**src/rtl/multicycle_main_fsm_if.sv**
```systemverilog
// multicycle_main_fsm_if: opcode/memory-ready inputs and datapath control outputs of the main FSM.
interface multicycle_main_fsm_if;
  logic [6:0] Op;
  logic       MemReady;
  logic       PCUpdate, Branch, AdrSrc, MemWrite, IRWrite, RegWrite;
  logic [1:0] ResultSrc, ALUSrcA, ALUSrcB, ALUOp;
  logic [2:0] ImmSrc;
  logic       Illegal, Timeout;
  logic [4:0] State;
  modport master (
    input  Op, MemReady,
    output PCUpdate, Branch, AdrSrc, MemWrite, IRWrite, RegWrite,
           ResultSrc, ALUSrcA, ALUSrcB, ALUOp, ImmSrc, Illegal, Timeout, State
  );
  modport slave (
    output Op, MemReady,
    input  PCUpdate, Branch, AdrSrc, MemWrite, IRWrite, RegWrite,
           ResultSrc, ALUSrcA, ALUSrcB, ALUOp, ImmSrc, Illegal, Timeout, State
  );
endinterface

```
**src/rtl/multicycle_main_fsm.sv**
```systemverilog
// multicycle_main_fsm: multi-cycle RV32I control sequencer with bounded memory waits and sticky traps.
// Define MCFSM_UIMM_EN to build the LUI/AUIPC states; otherwise those opcodes trap as illegal.
module multicycle_main_fsm #(
  parameter int MEM_TIMEOUT = 16
) (
  input logic clk,
  input logic rst_n,
  multicycle_main_fsm_if.master bus
);
  localparam int CW = MEM_TIMEOUT > 0 ? $clog2(MEM_TIMEOUT + 1) : 1;
  localparam logic [CW-1:0] WMAX = MEM_TIMEOUT > 0 ? CW'(MEM_TIMEOUT) : '1;
`ifdef MCFSM_UIMM_EN
  localparam bit UIMM = 1'b1;
`else
  localparam bit UIMM = 1'b0;
`endif
  typedef enum logic [4:0] {
    FETCH = 5'd0, DECODE = 5'd1, MEMADR = 5'd2, MEMREAD = 5'd3, MEMWB = 5'd4,
    MEMWRITE = 5'd5, EXECR = 5'd6, EXECI = 5'd7, ALUWB = 5'd8, BEQ = 5'd9,
    JAL = 5'd10, JALR = 5'd11, JALRLINK = 5'd12,
`ifdef MCFSM_UIMM_EN
    LUI = 5'd13, AUIPC = 5'd14,
`endif
    TRAP = 5'd15
  } state_e;
  state_e state_q, state_d;
  logic [CW-1:0] wait_q, wait_d;
  logic illegal_q, illegal_d, timeout_q, timeout_d, mem_wait;
  logic [6:0] op;
  assign op = bus.Op;
  assign bus.State = state_q;
  assign bus.Illegal = illegal_q;
  assign bus.Timeout = timeout_q;
  assign bus.ImmSrc = op == 7'b0100011 ? 3'b001 :
                      op == 7'b1100011 ? 3'b010 :
                      op == 7'b1101111 ? 3'b011 :
                      UIMM && (op == 7'b0110111 || op == 7'b0010111) ? 3'b100 : 3'b000;
  assign mem_wait = (state_q == FETCH || state_q == MEMREAD || state_q == MEMWRITE) && !bus.MemReady;
  always_comb begin
    state_d = state_q;
    illegal_d = illegal_q;
    timeout_d = timeout_q;
    bus.PCUpdate = 1'b0;
    bus.Branch = 1'b0;
    bus.AdrSrc = 1'b0;
    bus.MemWrite = 1'b0;
    bus.IRWrite = 1'b0;
    bus.RegWrite = 1'b0;
    bus.ResultSrc = 2'b00;
    bus.ALUSrcA = 2'b00;
    bus.ALUSrcB = 2'b00;
    bus.ALUOp = 2'b00;
    case (state_q)
      FETCH: begin
        bus.ALUSrcB = 2'b10;
        bus.ResultSrc = 2'b10;
        bus.IRWrite = bus.MemReady & rst_n;
        bus.PCUpdate = bus.MemReady & rst_n;
        state_d = bus.MemReady ? DECODE : FETCH;
      end
      DECODE: begin
        bus.ALUSrcA = 2'b01;
        bus.ALUSrcB = 2'b01;
        case (op)
          7'b0000011, 7'b0100011: state_d = MEMADR;
          7'b0110011: state_d = EXECR;
          7'b0010011: state_d = EXECI;
          7'b1100011: state_d = BEQ;
          7'b1101111: state_d = JAL;
          7'b1100111: state_d = JALR;
`ifdef MCFSM_UIMM_EN
          7'b0110111: state_d = LUI;
          7'b0010111: state_d = AUIPC;
`endif
          default: begin
            state_d = TRAP;
            illegal_d = 1'b1;
          end
        endcase
      end
      MEMADR: begin
        bus.ALUSrcA = 2'b10;
        bus.ALUSrcB = 2'b01;
        state_d = op == 7'b0000011 ? MEMREAD : MEMWRITE;
      end
      MEMREAD: begin
        bus.AdrSrc = 1'b1;
        state_d = bus.MemReady ? MEMWB : MEMREAD;
      end
      MEMWRITE: begin
        bus.AdrSrc = 1'b1;
        bus.MemWrite = 1'b1;
        state_d = bus.MemReady ? FETCH : MEMWRITE;
      end
      MEMWB: begin
        bus.ResultSrc = 2'b01;
        bus.RegWrite = 1'b1;
        state_d = FETCH;
      end
      EXECR: begin
        bus.ALUSrcA = 2'b10;
        bus.ALUOp = 2'b10;
        state_d = ALUWB;
      end
      EXECI: begin
        bus.ALUSrcA = 2'b10;
        bus.ALUSrcB = 2'b01;
        bus.ALUOp = 2'b10;
        state_d = ALUWB;
      end
      ALUWB: begin
        bus.RegWrite = 1'b1;
        state_d = FETCH;
      end
      BEQ: begin
        bus.ALUSrcA = 2'b10;
        bus.ALUOp = 2'b01;
        bus.Branch = 1'b1;
        state_d = FETCH;
      end
      JAL: begin
        bus.ALUSrcA = 2'b01;
        bus.ALUSrcB = 2'b10;
        bus.PCUpdate = 1'b1;
        state_d = ALUWB;
      end
      JALR: begin
        bus.ALUSrcA = 2'b10;
        bus.ALUSrcB = 2'b01;
        bus.ResultSrc = 2'b10;
        bus.PCUpdate = 1'b1;
        state_d = JALRLINK;
      end
      JALRLINK: begin
        bus.ALUSrcA = 2'b01;
        bus.ALUSrcB = 2'b10;
        state_d = ALUWB;
      end
`ifdef MCFSM_UIMM_EN
      LUI: begin
        bus.ALUSrcA = 2'b11;
        bus.ALUSrcB = 2'b01;
        state_d = ALUWB;
      end
      AUIPC: begin
        bus.ALUSrcA = 2'b01;
        bus.ALUSrcB = 2'b01;
        state_d = ALUWB;
      end
`endif
      default: ;
    endcase
    // A completing access always wins over an expiring wait budget
    if (MEM_TIMEOUT != 0 && mem_wait && wait_q == WMAX) begin
      state_d = TRAP;
      timeout_d = 1'b1;
    end
    wait_d = state_d != state_q ? '0 : mem_wait && wait_q != WMAX ? wait_q + 1'b1 : wait_q;
  end
  always_ff @(posedge clk or negedge rst_n) begin
    if (!rst_n) begin
      state_q <= FETCH;
      wait_q <= '0;
      illegal_q <= 1'b0;
      timeout_q <= 1'b0;
    end else begin
      state_q <= state_d;
      wait_q <= wait_d;
      illegal_q <= illegal_d;
      timeout_q <= timeout_d;
    end
  end
endmodule

```
**src/flat_wrapper.sv**
```systemverilog
// flat-port wrapper written by rule: the top's interface ports become plain ports
module multicycle_main_fsm_flat 
#(
  parameter int MEM_TIMEOUT = 16
)
  (clk, rst_n, bus_Op, bus_MemReady, bus_PCUpdate, bus_Branch, bus_AdrSrc, bus_MemWrite, bus_IRWrite, bus_RegWrite, bus_ResultSrc, bus_ALUSrcA, bus_ALUSrcB, bus_ALUOp, bus_ImmSrc, bus_Illegal, bus_Timeout, bus_State);
  multicycle_main_fsm_if bus_i ();
  input logic clk;
  input logic rst_n;
  input wire logic [$bits(bus_i.Op)-1:0] bus_Op;
  input wire logic [$bits(bus_i.MemReady)-1:0] bus_MemReady;
  output wire logic [$bits(bus_i.PCUpdate)-1:0] bus_PCUpdate;
  output wire logic [$bits(bus_i.Branch)-1:0] bus_Branch;
  output wire logic [$bits(bus_i.AdrSrc)-1:0] bus_AdrSrc;
  output wire logic [$bits(bus_i.MemWrite)-1:0] bus_MemWrite;
  output wire logic [$bits(bus_i.IRWrite)-1:0] bus_IRWrite;
  output wire logic [$bits(bus_i.RegWrite)-1:0] bus_RegWrite;
  output wire logic [$bits(bus_i.ResultSrc)-1:0] bus_ResultSrc;
  output wire logic [$bits(bus_i.ALUSrcA)-1:0] bus_ALUSrcA;
  output wire logic [$bits(bus_i.ALUSrcB)-1:0] bus_ALUSrcB;
  output wire logic [$bits(bus_i.ALUOp)-1:0] bus_ALUOp;
  output wire logic [$bits(bus_i.ImmSrc)-1:0] bus_ImmSrc;
  output wire logic [$bits(bus_i.Illegal)-1:0] bus_Illegal;
  output wire logic [$bits(bus_i.Timeout)-1:0] bus_Timeout;
  output wire logic [$bits(bus_i.State)-1:0] bus_State;
  assign bus_i.Op = bus_Op;
  assign bus_i.MemReady = bus_MemReady;
  assign bus_PCUpdate = bus_i.PCUpdate;
  assign bus_Branch = bus_i.Branch;
  assign bus_AdrSrc = bus_i.AdrSrc;
  assign bus_MemWrite = bus_i.MemWrite;
  assign bus_IRWrite = bus_i.IRWrite;
  assign bus_RegWrite = bus_i.RegWrite;
  assign bus_ResultSrc = bus_i.ResultSrc;
  assign bus_ALUSrcA = bus_i.ALUSrcA;
  assign bus_ALUSrcB = bus_i.ALUSrcB;
  assign bus_ALUOp = bus_i.ALUOp;
  assign bus_ImmSrc = bus_i.ImmSrc;
  assign bus_Illegal = bus_i.Illegal;
  assign bus_Timeout = bus_i.Timeout;
  assign bus_State = bus_i.State;
  multicycle_main_fsm #(.MEM_TIMEOUT(MEM_TIMEOUT)) u_core (.clk(clk), .rst_n(rst_n), .bus(bus_i));
endmodule
```
**config.mk**
```make
export PLATFORM = sky130hd
export DESIGN_NAME = multicycle_main_fsm_flat
export DESIGN_NICKNAME = d
export VERILOG_FILES = /design/src/rtl/multicycle_main_fsm_if.sv /design/src/rtl/multicycle_main_fsm.sv /design/src/flat_wrapper.sv
export SDC_FILE = /design/constraint.sdc
export NUM_CORES = 1
export LEC_CHECK = 0
export ABC_AREA = 1
export BUFFER_PORTS_ARGS = -buffer_cell sky130_fd_sc_hd__buf_4
export CAP_MARGIN = 10
export CORE_UTILIZATION = 56
export CTS_CLUSTER_DIAMETER = 60
export CTS_CLUSTER_SIZE = 30
export DETAILED_ROUTE_END_ITERATION = 6
export PLACE_DENSITY = 0.84
export SETUP_SLACK_MARGIN = 0.4
export SYNTH_ARGS = -nofsm -noshare
export SYNTH_HDL_FRONTEND = slang
export SYNTH_SLANG_ARGS = --single-unit
export TNS_END_PERCENT = 20
```
**constraint.sdc**
```tcl
create_clock -name clk -period 3.1 [get_ports clk]
set_input_delay 0 -clock clk [delete_from_list [all_inputs] [get_ports clk]]
set_output_delay 0 -clock clk [all_outputs]
set_load 0.05 [all_outputs]
```
# After elaboration in Yosys (flattened, before gate mapping)
# Index checks and enable logic that the tools add are counted.
# Widths: inputs -> output; s select.
# totals
register_bits	12
latchBits	0
mem_bits_rw	0
rom_bits	0
inputBits	10
output_inout_bits	24
memories	0
# classes
add_sub_neg	1
multipliers	0
div_mod_pow	0
order_cmp	0
n_eq_ne	22
shifts	0
n_mux	22
n_bitwise	2
n_reduce_logical	22
# ops
operator	count
$pmux 5 s8	1
$eq 5x4->1 const B	5
$pmux 4 s6	1
$eq 7x7->1 const B	3
$eq 5x3->1 const B	4
$pmux 2 s2	4
$mux 3	5
$mux 5	3
$eq 7x6->1 const B	2
$reduce_or 2->1	6
$eq 5x2->1 const B	2
$reduce_or 3->1	3
$reduce_or 4->1	2
$eq 7x2->1 const B	1
$eq 7x5->1 const B	1
$reduce_or 7->1	1
$mux 1	6
$add 5x1->5 const B	1
$eq 5x1->1 const B	1
$eq 5x5->1 const B	1
$logic_not 5->1	1
$ne 5x5->1	1
$ne 5x5->1 const B	1
$reduce_or 5->1	1
other kinds (9)	12

# Logic depth before layout (Yosys ltp)
# depth
ltp_word	8
ltp_mapped	14
depth_no_buf	14

# Least setup slack after synthesis
# OpenSTA, ideal clock, no wires.
# synth_path
kind	register to output
start	register u_core.state_q[4] (netlist: u_core.bus.State[4])
end	output port bus_ALUSrcA[1]
arrival_time_ns	2.589
required_ns	3.100
slack_ns	0.511
path_stages_with_launch	6
cell_sequence	dfrtp_1 -> nor2_2 -> nand2_1 -> nor3_1 -> nor2_1 -> nand2_1
# synth_between
elab_chain_len	3
word_cells_on_any_way	11
# synth_lines
item	line_no	text
start: declaration	multicycle_main_fsm.sv:26	state_e state_q, state_d;
start signal: assignment	multicycle_main_fsm.sv:167	state_q <= state_d;
$eq 5x2->1 (tied with other cells)	multicycle_main_fsm.sv:53	case (state_q)
$reduce_or 5->1 (no source line) or $reduce_or 3->1 (tied branches)	n/a	
$pmux 2 s2 (*)	multicycle_main_fsm.sv:53	
end: declaration	flat_wrapper.sv:19	output wire logic [$bits(bus_i.ALUSrcA)-1:0] bus_ALUSrcA;
# Mark *: on every way between the ends. The rest lies on a longest branch, timed or not.

# Final worst setup path
# layout_path
start	register u_core.state_q[1] (netlist: u_core.bus.State[1])
end	register u_core.wait_q[2]
# layout_between
elab_chain_len	8
word_cells_on_any_way	25
# layout_lines
item	line_no	text
branches (longest 8 deep; another with $pmux 5 s8)	n/a	
end signal: assignment	multicycle_main_fsm.sv:168	wait_q <= wait_d;
end: declaration	multicycle_main_fsm.sv:27	logic [CW-1:0] wait_q, wait_d;
# Parallel ways; which one is timed is not known.
# A chain may end at the register's enable or synchronous reset.

==> flow_summary_export.csv <==
group,metric,value,unit
status,outcome,"complete, no violations",
logic_synthesis,seq_area_frac_synth,24.8,%
final_layout,drive_gt1_share,32.6,%
power,vdd_drop_max,0.000245,V
die,die_h,48.5,µm
cts,postCtsSetupBuffers,0,
grt,grt_pass1_vias,1172,
placed_design,placed_area,0.00146,mm²
setup_path,cp_num_buf_inv,0,
detailed_routing,avgRoutedWirePerCell,12.7,µm
logic_synthesis,yosysWarnings,0,
cts,cts-root-buf,"clkbuf_4",
die,rows,16,
setup_path,worstReg2RegEnd,"u_core.wait_q[2]$_DFFE_PN0P_",
die,coreArea,0.00200,mm²
logic_synthesis,synth_fp_nets,197,
detailed_routing,num_vias,1275,
final_layout,synthToLayoutAreaGrowth,23.5,%
cts,cts_tree,"yes",
sta,max_freq,508,MHz
placed_design,dp.cells,241,
sta,grt_setup_unrepaired,"false",
sta,fin_crit_sh,63.6,%
cts,clk_pin_slew,0.08,ns
logic_synthesis,synth.distinct_cells,27,
logic_synthesis,syn_inst,185,
detailed_routing,wirelength,3100,µm
grt,grt_max_degree,14,
setup_path,cp.arrival,2.17,ns
grt,antenna_found_initial,0,
min_path,hold_path.class,"input pin to register",
sta,finalHoldViolations,0,
final_layout,fin_area,0.00149,mm²
setup_path,crit_path_top_delay_cell,"dfrtp_1",
grt,grt.met3_usage,5.03,%
placed_design,place_congestion,0.874,
die,fp.dieW,48.5,µm
cts,clock_sinks,12,
min_path,holdPathStages,4,
setup_path,max_stage_delay,0.62,ns
sta,fin_skew,0.00495,ns
detailed_routing,dr.pass1.iters,4,
setup_path,critPathRequiredTime,3.30,ns
logic_synthesis,synth.cell_area,0.00121,mm²
setup_path,r2r_start,"u_core.bus.State[1]$_DFF_PN0_",
logic_synthesis,syn_avg_cell_area,6.54,µm²
setup_path,cp_common_cell,"nor2_1",
detailed_routing,initialDrtViolationCount,50,
grt,grt.overflow.total,0,
grt,grt_pass1_wl,5130,µm
final_layout,final_common_cell,"nand2_1",
cts,clock_latency,0.28,ns
setup_path,crit_type,"register to register",
run,drv_cap,0,
setup_path,endpoint,"u_core.wait_q[2]$_DFFE_PN0P_",
die,start_util,60.4,%
setup_path,end_kind,"register",
power,p_leak,0.864,nW
sta,fin_setup_tns,0,ns
cts,clockBufferDepth,2,
power,powerDensity,191,mW/mm²
die,die-area,0.00235,mm²
logic_synthesis,synth_seq_cells,12,
final_layout,final_cell_mix,"nand2_1 (36), buf_4 (32), nor2_1 (31)",
grt,grt_most_used_layer,"met2",
detailed_routing,route.antenna.remaining_nets,0,
setup_path,reg2reg_slack,1.13,ns
detailed_routing,routed_via_density,5.20,
sta,slew_viol_final,0,
setup_path,cpLargestDelayFamily,"simple AND/OR/NAND/NOR gates",
grt,grt_util_all_layers,28.4,%
grt,use_met2,50.9,%
final_layout,fin_nets,232,
die,io-pin-count,34,
placed_design,io_buffers,32,
power,finalPower,285,µW
final_layout,fin_cells,245,
sta,period_needed,1.97,ns
setup_path,worstSetupStartpointType,"register",
setup_path,crit_chain,"nor2_1, nand3_1, nand2_2, nor2_2, nand2_1, nand4_1, nand2_1, nor2_1, nand2_2, nor2_1",
sta,setup_viol,0,
final_layout,antenna_cells,0,
setup_path,startpoint,"u_core.bus.State[1]$_DFF_PN0_",
detailed_routing,drc,0,
cts,htree_levels,1,
placed_design,place_hpwl,2430,µm
grt,use_met1,35.7,%
cts,cts_buffers,3,
setup_path,cp.depth,10,
setup_path,cp_max_fo,11,
setup_path,worstRegToRegCells,10,
## layer usage
metal | vias to the layer above | part of all wire (%)
met3 | 2 | 6.2
met1 | 586 | 42
met5 | - | 0
li1 | 635 | -
met2 | 52 | 52
met4 | 0 | 0.19
## cells by family (layout without fill, tap and decap cells)
kind of cell	Yosys count	count (layout)	share of synthesized area [%]
buf+inv	39	72	13.0
xor+xnor	4	4	2.90
simple gates	114	114	49.3
flops	12	12	24.8
other cells	1	1	0.310
compound gates	13	13	7.55
fa+ha+maj	2	2	2.07
## Yosys cell counts, drive strengths merged
library cell  number  area, µm²
ha                 2       25.0
nand4              4       25.0
nor3               3       15.0
nand3             22        173
o21bai             1       7.51
o211ai             3       22.5
a21oi              3       30.0
buf                2       18.8
xor2               4       35.0
dfrtp             12        300
o21ai              5       25.0
conb               1       3.75
clkbuf             1       3.75
or2                1       6.26
inv               36        135
nand2             45        191
o22ai              1       6.26
nor2              39        186
## what timing repair did
| item | 4_1_cts | 5_1_grt |
|---|---|---|
| resized for setup | 0 | 0 |
| hold endpoints to repair | 12 | 0 |
| hold buffers | 1 | 0 |
## registers in the layout, summed over array words and instances (netlist names)
signal              cells
u_core.bus.Illegal      1
u_core.bus.State        5
u_core.wait_q           5
u_core.bus.Timeout      1
## where the power goes
group | total [mW] | leakage [nW] | internal (mW) | switching [mW]
Clock | 0.0982 | 0.0138 | 0.0451 | 0.0531
Sequential | 0.156 | 0.136 | 0.156 | 0
Combinational | 0.0304 | 0.714 | 0.0115 | 0.0188
## how the worst min path moves through the flow
stage,from,to,slack [ns]
6_report,bus_Op[2],u_core.bus.Illegal$_DFFE_PN0P_,0.09
5_1_grt,rst_n,u_core.bus.State[3]$_DFF_PN0_,0.11
4_1_cts,bus_Op[2],u_core.bus.Illegal$_DFFE_PN0P_,0.08
3_5_place_dp,rst_n,u_core.bus.State[2]$_DFF_PN0_,-0.15
3_3_place_gp,rst_n,u_core.bus.State[1]$_DFF_PN0_,-0.15
2_1_floorplan,rst_n,u_core.bus.Illegal$_DFFE_PN0P_,-0.30
## stage by stage
step	hold slack (ns)	util, %	setup WS [ns]
floorplan	-0.296	-	0.511
global placement	-0.150	73.0	1.27
detailed placement	-0.145	73.0	1.16
CTS	0.0840	74.6	1.14
global route	0.107	74.6	0.970
finish	0.0874	74.6	1.13
## area by class of cell
cell class                      instances  area (µm²)
Timing Repair Buffer                   33         250
Tap cell                               27        33.8
Clock buffer                            3        22.5
Multi-Input combinational cell        134         752
Fill cell                             168         508
Sequential cell                        12         300
Inverter                               36         135
## tightest hold or removal path, cell delays in order
cell	delay (ns)
buf_4	0.10
o211ai_1	0.09
nand2_1	0.08
nand2_1	0.05
Power figures use the tool's default switching activity.
